[src/rtl/button_conditioner.sv]
// Two-channel push-button conditioner: synchronizes and debounces each raw button
// and emits a one-cycle press pulse when a new pressed level is accepted.

module button_conditioner_chan #(
  parameter int unsigned DEBOUNCE_CYCLES = 500000,
  parameter int unsigned CNT_W           = 24
) (
  input  logic clk,
  input  logic rst,
  input  logic btn,
  input  logic en,
  output logic level,
  output logic press
);

  localparam logic [CNT_W-1:0] CNT_LAST = CNT_W'(DEBOUNCE_CYCLES - 32'd1);

  logic             s0;
  logic             s1;
  logic             db;
  logic [CNT_W-1:0] cnt;
  logic [CNT_W-1:0] cnt_nxt;
  logic             db_nxt;
  logic             press_nxt;

  // Any synchronized sample matching the accepted level restarts the count.
  always_comb begin
    cnt_nxt   = '0;
    db_nxt    = db;
    press_nxt = 1'b0;
    if (s1 != db) begin
      if (cnt == CNT_LAST) begin
        db_nxt    = s1;
        press_nxt = s1 & en;
      end else begin
        cnt_nxt = cnt + CNT_W'(1);
      end
    end
  end

  always_ff @(posedge clk or negedge rst) begin
    if (!rst) begin
      s0    <= 1'b0;
      s1    <= 1'b0;
      db    <= 1'b0;
      cnt   <= '0;
      press <= 1'b0;
    end else begin
      s0    <= btn;
      s1    <= s0;
      db    <= db_nxt;
      cnt   <= cnt_nxt;
      press <= press_nxt;
    end
  end

  assign level = db;

endmodule

module button_conditioner #(
  parameter int unsigned DEBOUNCE_CYCLES = 500000,
  parameter int unsigned CNT_W           = 24
) (
  input  logic clk,
  input  logic rst,
  input  logic btn_l,
  input  logic btn_r,
  input  logic en,
  output logic level_l,
  output logic level_r,
  output logic press_l,
  output logic press_r
);

  // Channels share nothing but clock, reset and the pulse enable.
  button_conditioner_chan #(
    .DEBOUNCE_CYCLES(DEBOUNCE_CYCLES),
    .CNT_W          (CNT_W)
  ) u_chan_l (
    .clk  (clk),
    .rst  (rst),
    .btn  (btn_l),
    .en   (en),
    .level(level_l),
    .press(press_l)
  );

  button_conditioner_chan #(
    .DEBOUNCE_CYCLES(DEBOUNCE_CYCLES),
    .CNT_W          (CNT_W)
  ) u_chan_r (
    .clk  (clk),
    .rst  (rst),
    .btn  (btn_r),
    .en   (en),
    .level(level_r),
    .press(press_r)
  );

endmodule
[config.mk]
export PLATFORM = sky130hd
export DESIGN_NAME = button_conditioner
export DESIGN_NICKNAME = d
export VERILOG_FILES = /design/src/rtl/button_conditioner.sv
export SDC_FILE = /design/constraint.sdc
export NUM_CORES = 1
export LEC_CHECK = 0
export CAP_MARGIN = 15
export CORE_ASPECT_RATIO = 1.5
export CORE_MARGIN = 10
export CORE_UTILIZATION = 65
export DETAILED_ROUTE_END_ITERATION = 8
export PLACE_DENSITY = 0.94
export SLEW_MARGIN = 20
export SYNTH_ARGS = -nofsm -noshare
export SYNTH_HDL_FRONTEND = slang
export SYNTH_SLANG_ARGS = --single-unit
[constraint.sdc]
create_clock -name clk -period 3.54 [get_ports clk]
set_clock_uncertainty 0.1 [all_clocks]
set_input_delay 0.708 -clock clk [delete_from_list [all_inputs] [get_ports clk]]
set_output_delay 0.708 -clock clk [all_outputs]
set_load 0.02 [all_outputs]
# Word level (Yosys, flattened, before mapping)
# Index checks and enable logic that the tools add are counted.
dict set report totals {
  word_cells 28
  ff_bits 56
  ram_bits 0
  rom_bits 0
  input_bits 5
  n_memories 0
  latchBits 0
  out_inout_bits 4
}
dict set report op_classes {
  n_div 0
  shifts 0
  n_bitwise 2
  muxes 8
  order_cmp 0
  n_eq_ne 4
  n_reduce_logical 2
  multipliers 0
  add_sub_neg 2
}
# operator count
set op_table {}
lappend op_table {{24-bit 2-to-1 mux} 4}
lappend op_table {{24-bit by 1-bit adder with 24-bit output (second input constant)} 2}
lappend op_table {{24-bit by 19-bit equality test with 1-bit output (second input constant)} 2}
lappend op_table {{1-bit 2-to-1 mux} 4}
lappend op_table {{2-bit AND reduction} 2}
lappend op_table {{1-bit bitwise AND} 2}
lappend op_table {{1-bit != test} 2}

# Longest topological paths before layout
# Gate-level depths: netlist of run 1.
dict set report logic_depth {
  ltp_word 3
  mapped_depth 7
  mapped_depth_nobuf 5
}

# Cells and area by module
# A second synthesis of run 1 with hierarchy kept.
dict set report unflattened {
  hier_cells 290
  area_unflattened_um2 2760.1
}
# mod cells_each area_each_um2 n_inst seq_area_each_um2
set by_module_without_submodules {}
lappend by_module_without_submodules {button_conditioner_chan 145 1380.1 2 700.7}

# Worst setup path after synthesis of run 1
# OpenSTA, ideal clock, no wires.
dict set report synth_path {
  path_type {register -> register}
  startpoint {register u_chan_r.cnt[9]}
  endpoint {register u_chan_r.db (netlist: u_chan_r.level)}
  setup_time_ns 0.125
  arrival_ns 1.940
  stages_incl_launch_ff 5
  path_slack_ns 1.375
  period_less_slack_ns 2.165
  required_time_ns 3.315
  n_path_buf 0
  cell_sequence {dfrtp_1 or4b_1 or4_4 nor3_1 mux2_2}
}
dict set report synth_via {
  elab_chain_len 2
}
# element line_no
set synth_lines {}
lappend synth_lines {{from (decl)} 21} ;# logic [CNT_W-1:0] cnt;
lappend synth_lines {{from (signal assigned)} 52} ;# cnt <= cnt_nxt;
lappend synth_lines {{24-bit by 19-bit equality test with 1-bit output} 32} ;# if (cnt == CNT_LAST) begin
lappend synth_lines {{2-bit AND reduction (no source line)} n/a}
lappend synth_lines {{to (signal assigned)} 51} ;# db <= db_nxt;
lappend synth_lines {{to (decl)} 20} ;# logic db;
# No other way between the ends.
# A chain may end at the register's enable or synchronous reset.

# Worst setup path in the final report of run 1
dict set report layout_path {
  startpoint {register u_chan_r.cnt[9]}
  endpoint {register u_chan_r.cnt[15]}
}
dict set report layout_via {
  elab_chain_len 3
  word_cells_on_any_way 4
  classes_between {add/sub (1); eq/ne (1); mux (2)}
}
# element line_no
set layout_lines {}
lappend layout_lines {{24-bit by 1-bit adder with 24-bit output or 24-bit by 19-bit equality test with 1-bit output (tied branches)} {36, 32}}
lappend layout_lines {{24-bit 2-to-1 mux *} 32}
lappend layout_lines {{24-bit 2-to-1 mux *} 31} ;# if (s1 != db) begin
lappend layout_lines {{named net u_chan_r.cnt_nxt[15]} 22} ;# logic [CNT_W-1:0] cnt_nxt;
# The timed path passes the listed nets; every way through them passes the cells marked *.

==> results of run 1 <==
==> logic make-up (layout without fill, tap and decap cells) <==
kind of cell    Yosys count  in the layout  share of synthesized area [%]
buf+inv                  16             22                           2.84
compound gates           46             46                           10.3
simple gates            124            124                           26.1
xor+xnor                 24             24                           7.70
flops                    56             56                           51.3
mux                       2              2                          0.825
fa+ha+maj                 2              2                          0.916
==> how the worst max path moves through the flow <==
stage / startpoint / endpoint / slack, ns / depth (start not counted)
3_3_place_gp: u_chan_r.cnt[9]$_DFF_PN0_ / u_chan_r.cnt[3]$_DFF_PN0_ / 1.05 / 4
2_1_floorplan: u_chan_r.cnt[9]$_DFF_PN0_ / u_chan_r.level$_DFFE_PN0P_ / 1.37 / 4
3_5_place_dp: u_chan_r.cnt[9]$_DFF_PN0_ / u_chan_r.cnt[15]$_DFF_PN0_ / 0.99 / 4
4_1_cts: u_chan_r.cnt[9]$_DFF_PN0_ / u_chan_r.cnt[15]$_DFF_PN0_ / 0.97 / 4
6_report: u_chan_r.cnt[9]$_DFF_PN0_ / u_chan_r.cnt[15]$_DFF_PN0_ / 0.96 / 4
5_1_grt: u_chan_r.cnt[9]$_DFF_PN0_ / u_chan_r.cnt[10]$_DFF_PN0_ / 0.76 / 4
==> per-layer routing <==
layer	vias up	share of wire (%)	wire, um
li1	1013	-	-
met1	1087	40	2270
met2	64	55	3130
met3	13	3.6	206
met4	0	2.1	123
met5	-	0	0
==> final cells by class <==
cell class | instances | area [um2] | share of cell area, %
clock inverter | 1 | 30.0 | 1.02
clock buffer | 7 | 96.3 | 3.27
sequential | 56 | 1400 | 47.6
multi-input combinational | 198 | 1260 | 42.7
timing repair buffer | 10 | 90.1 | 3.06
inverter | 4 | 15.0 | 0.510
tap | 45 | 56.3 | 1.91
==> critical path, cell delays in order, from the launching register on <==
cell and delay [ns]:
dfrtp_1 0.43, or4b_1 0.52, or4_4 0.51, o31ai_4 0.73
a21oi_1 0.13
==> registers in the layout, summed over array words and instances (netlist names) <==
name and flops:
u_chan_r.press 1, u_chan_l.s0 1, u_chan_r.cnt 24, u_chan_r.s0 1, u_chan_l.press 1, u_chan_l.cnt 24, u_chan_r.level 1, u_chan_l.s1 1
u_chan_l.level 1, u_chan_r.s1 1
==> synth_stat cells (2+ instances only) <==
library cell,number
a21oi_1,22
and2_1,2
and3_1,6
and4_1,8
buf_2,2
buf_6,2
clkbuf_1,8
dfrtp_1,56
ha_1,2
inv_1,4
mux2_2,2
nand2_1,12
nand3_1,19
nand4_1,14
nor2_1,26
nor3_1,2
nor4_1,5
o21ai_0,9
o31ai_1,14
or3_1,10
or4_1,13
or4b_1,2
xnor2_1,4
xor2_1,20
==> stage by stage <==
stage	total power, W	cell area (um2)
2_1_floorplan	0.000684	2730
3_5_place_dp	0.000705	2820
5_1_grt	0.00118	2950
3_3_place_gp	0.000703	2820
4_1_cts	0.00115	2950
6_report	0.00114	2950
==> power by group through the flow <==
| stage | Clock, W | Sequential, W | Combinational (W) |
|---|---|---|---|
| after floorplan | 0 | 0.000664 | 0.0000195 |
| after global placement | 0 | 0.000665 | 0.0000378 |
| after detailed placement | 0 | 0.000666 | 0.0000389 |
| after CTS | 0.000456 | 0.000653 | 0.0000395 |
| after global routing | 0.000477 | 0.000655 | 0.0000440 |
| final | 0.000451 | 0.000653 | 0.0000387 |
==> results.ini, run 1 <==
[status]
outcome=completed

[global_route]
grt_use_met3_pct=3.58
grt-busiest-layer=met2
grt_pass1_wl_mm=9.74
met2_usage_pct=28.5
first_global_vias=2132
grt_use_met1_pct=18.0
grt-ovfl-total=0
grt_max_degree=38
grt_usage_pct=16.4
antenna_found_initial=0

[worst_setup_path]
r2r-end=u_chan_r.cnt[15]$_DFF_PN0_
crit_arrival_ns=2.63
crit_fanout=23
reg2reg_depth=4
crit_path_end_kind=register
reg2reg_from=u_chan_r.cnt[9]$_DFF_PN0_
r2r_slack_ns=0.96
critPathRequiredTime_ns=3.58
path_class=register to register
cp-start-kind=register

[logic_synthesis]
synth-warning-count=0
synthTopCellsByArea=dfrtp_1, xor2_1, a21oi_1
syn_area_mm2=0.00273
yosysTopAreaCell=dfrtp_1
synth_top_cell_area_share_pct=51.3
ys.flop_type=dfrtp_1
ys_seq_area_share_pct=51.3
ys_seq_elements=56
yosysUniqueCellTypes=30
synth_area_per_cell_um2=10.1
synth_edf_count=0
synthesis.nets=277
postSynthCellCount=270
synthArstFlopShare_pct=100

[detailed_routing]
drtAntennaViolNets=0
num_vias=2177
drtIter0Drc=158
drt_pass1_iterations=4
drt-total-wl_mm=5.73
wl_per_cell_um=17.8
drcViolationCount=0
vias_per_cell=6.78

[clock_network]
holdBufCountCts=0
cts_resized=0
cts_max_level=2
cts-root-buf=clkbuf_8
clk_pin_slew_worst_paths_ns=0.10
cts_tree=built
cts_made_buffers=5
cts_sinks=56
cts_buffer_depth=2
clk_latency_ns=0.31
postCtsSetupRepairBufs=0

[sta]
final_hold_viol_count=0
worstMarginPinSlew_ns=0.880
setup_violations=0
rsz0062_at_grt=no
slew_viol_final=0
relSlewSlack_pct=41.3
setup_tns_ns=0
finalCriticalPeriod_ns=2.58
setup_ws_ns=0.958
hold_ws_ns=0.247
fmax_mhz=387
fin_crit_sh_pct=72.9

[min_path]
hold_depth=0
hp-start=u_chan_l.s0$_DFF_PN0_
hp-class=register to register
worst_hold_path.endpoint=u_chan_l.s1$_DFF_PN0_

[cells_and_area]
utilization_pct=73.7
antenna_cells=0
layout_commonest_cell=dfrtp_1
fillerInstances=283
area_delta_synth_final_pct=7.88
num-nets-final=282
drive_gt1_share_pct=6.16
fin_cells=321
final_cell_mix=dfrtp_1, nor2_1, a21oi_1, xor2_1, nand3_1

[power_and_ir_drop]
power_frac_seq_pct=57.2
clkPwrFrac_pct=39.4
p_sw_share_pct=20.5
power_frac_comb_pct=3.4
cellLeakagePower_nw=1.20
switching_power_w=0.000235
ir_worst_vdd_uv=388
cellPowerDensity_mw_per_mm2=388
p_int_w=0.000908

[die]
start_util_pct=68.4
die-area_mm2=0.00725
core_mm2=0.00399
ios=9
num_rows=28
dieHeight_um=99.4
die_x_um=72.9

[placement]
dp_hpwl_mm=3.86
dp_slack_ns=0.992
dpl.cell_count=313
gp_congestion=0.820
port-buffer-count=8

[job]
cap_violations=0

No activity file was read; power rests on OpenSTA's default activity.
==> inputs of run 2 (changes only) <==
--- a/config.mk
+++ b/config.mk
@@ -8,9 +8,9 @@
 export CAP_MARGIN = 15
 export CORE_ASPECT_RATIO = 1.5
 export CORE_MARGIN = 10
-export CORE_UTILIZATION = 65
+export CORE_UTILIZATION = 60
 export DETAILED_ROUTE_END_ITERATION = 8
-export PLACE_DENSITY = 0.94
+export PLACE_DENSITY = 0.88
 export SLEW_MARGIN = 20
 export SYNTH_ARGS = -nofsm -noshare
 export SYNTH_HDL_FRONTEND = slang
==> constraint.sdc (replaced) <==
create_clock -name clk -period 2.6 [get_ports clk]
set_clock_uncertainty 0.1 [all_clocks]
set_input_delay 0.52 -clock clk [delete_from_list [all_inputs] [get_ports clk]]
set_output_delay 0.52 -clock clk [all_outputs]
set_load 0.02 [all_outputs]
==> run 2 against run 1 <==
  * Via count down 4.5%
  * Clock-buffer cell count down 2
  * Clock power up 7.5%
  * Routed wire length down 7.9%
  * Combinational power up 54%
  * Sequential share of layout area down 0.40 points
  * Worst setup slack worse by 0.61 ns
  * Final cell count up 2.2%
  * First-iteration DRC count up 7.6%
==> results.ini, run 2 (same netlist as run 1, synthesis figures left out) <==
[sta]
relSlewSlack_pct=61.5
fmax_mhz=443
setup_violations=0
final_hold_viol_count=0
slew_viol_final=0
finalCriticalPeriod_ns=2.26
rsz0062_at_grt=no
hold_ws_ns=0.272
worstMarginPinSlew_ns=0.577
setup_tns_ns=0
fin_crit_sh_pct=86.8

[global_route]
first_global_vias=2095
grt-ovfl-total=0
antenna_found_initial=0
grt_pass1_wl_mm=9.25
grt_usage_pct=15.1
grt_max_degree=22

[cells_and_area]
num-nets-final=286
fin_cells=328
reg_top3=u_chan_l.cnt x24, u_chan_r.cnt x24
antenna_cells=0
fillerInstances=343
area_delta_synth_final_pct=8.80
design_area_mm2=0.00297
final_cell_mix=dfrtp_1, nor2_1, a21oi_1, xor2_1, nand3_1
area.sequential_mm2=0.00140
layout_commonest_cell=dfrtp_1
drive_gt1_share_pct=7.14
multi_input_area_mm2=0.00126

[power_and_ir_drop]
p_total_w=0.00143
cellLeakagePower_nw=1.21
cellPowerDensity_mw_per_mm2=483
ir_worst_vdd_uv=388

[placement]
port-buffer-count=8
dpl_cell_area_mm2=0.00287
dpl.cell_count=319
gp_congestion=0.845
dp_hpwl_mm=3.62

[detailed_routing]
drtIter0Drc=170
drt_pass1_iterations=4
drtAntennaViolNets=0
wl_per_cell_um=16.1
vias_per_cell=6.34
drt-total-wl_mm=5.28
drcViolationCount=0
num_vias=2080

[clock_network]
cts_max_level=2
holdBufCountCts=1
cts_made_buffers=5
postCtsSetupRepairBufs=0
cts-root-buf=clkbuf_8
clk_pin_slew_worst_paths_ns=0.10
cts_resized=0
cts_buffer_depth=2
clk_latency_ns=0.32
cts_tree=built
cts_sinks=56

[min_path]
hp-class=register to register

[worst_setup_path]
crit_family=simple AND/OR/NAND/NOR gates
path_class=register to register
crit_chain=or4b_1 -> or4_4 -> nor3_1 -> mux2_2
crit_arrival_ns=2.37
crit_buf_inv=0
cp-start-kind=register
critPathRequiredTime_ns=2.71
crit_path_end_kind=register
critical-path-slowest-cell=or4b_1
crit_fanout=5
slowest_delay_ns=0.52

[job]
cap_violations=0

[die]
die-area_mm2=0.00770
die_x_um=75.1
ios=9
num_rows=30
start_util_pct=61.1
core_mm2=0.00447
dieHeight_um=103

[status]
outcome=completed

run 2: worst reg2reg max path, stage by stage (launching register included):
cell	delay, ns
dfrtp_1	0.44
or4b_1	0.52
or4_4	0.51
nor3_1	0.21
mux2_2	0.37
run 2: final cells by class:
class,count,area share (%)
Tap cell,48,2.02
Multi-Input combinational cell,198,42.3
Timing Repair Buffer,14,4.97
Clock buffer,5,2.32
Clock inverter,3,0.716
Sequential cell,56,47.2
Inverter,4,0.505
run 2: where the power goes:
part	leakage, nW	internal, W	total [W]	switching, W
clock	0.0445	0.000192	0.000485	0.000293
sequential	0.768	0.000881	0.000889	0.00000810
combinational	0.400	0.0000226	0.0000596	0.0000370
total	1.21	0.00110	0.00143	0.000338
run 2: worst paths after layout:
check	from	endpoint	slack [ns]	depth (start not counted)
max in group asynchronous	rst	u_chan_r.cnt[18]$_DFF_PN0_	1.29	3
worst max-delay path	u_chan_r.cnt[9]$_DFF_PN0_	u_chan_r.level$_DFFE_PN0P_	0.34	4
worst min register to register	u_chan_l.s0$_DFF_PN0_	u_chan_l.s1$_DFF_PN0_	0.27	0
min in group asynchronous	rst	u_chan_l.cnt[4]$_DFF_PN0_	0.53	2
worst min-delay path	u_chan_l.s0$_DFF_PN0_	u_chan_l.s1$_DFF_PN0_	0.27	0
worst max register to register	u_chan_r.cnt[9]$_DFF_PN0_	u_chan_r.level$_DFFE_PN0P_	0.34	4
run 2: stage by stage:
| step | util, % | worst slack, ns |
|---|---|---|
| finish | 66.5 | 0.344 |
| global placement | 64.3 | 0.394 |
| CTS | 66.5 | 0.338 |
| global route | 66.5 | 0.289 |
| detailed placement | 64.3 | 0.352 |
| floorplan | - | 0.435 |
run 2: layer usage:
metal  GRT usage, %  part of all wire, %
met3           3.95                  3.5
met5              0                    0
met2           25.2                   51
met4           7.75                  3.2
met1           17.3                   42
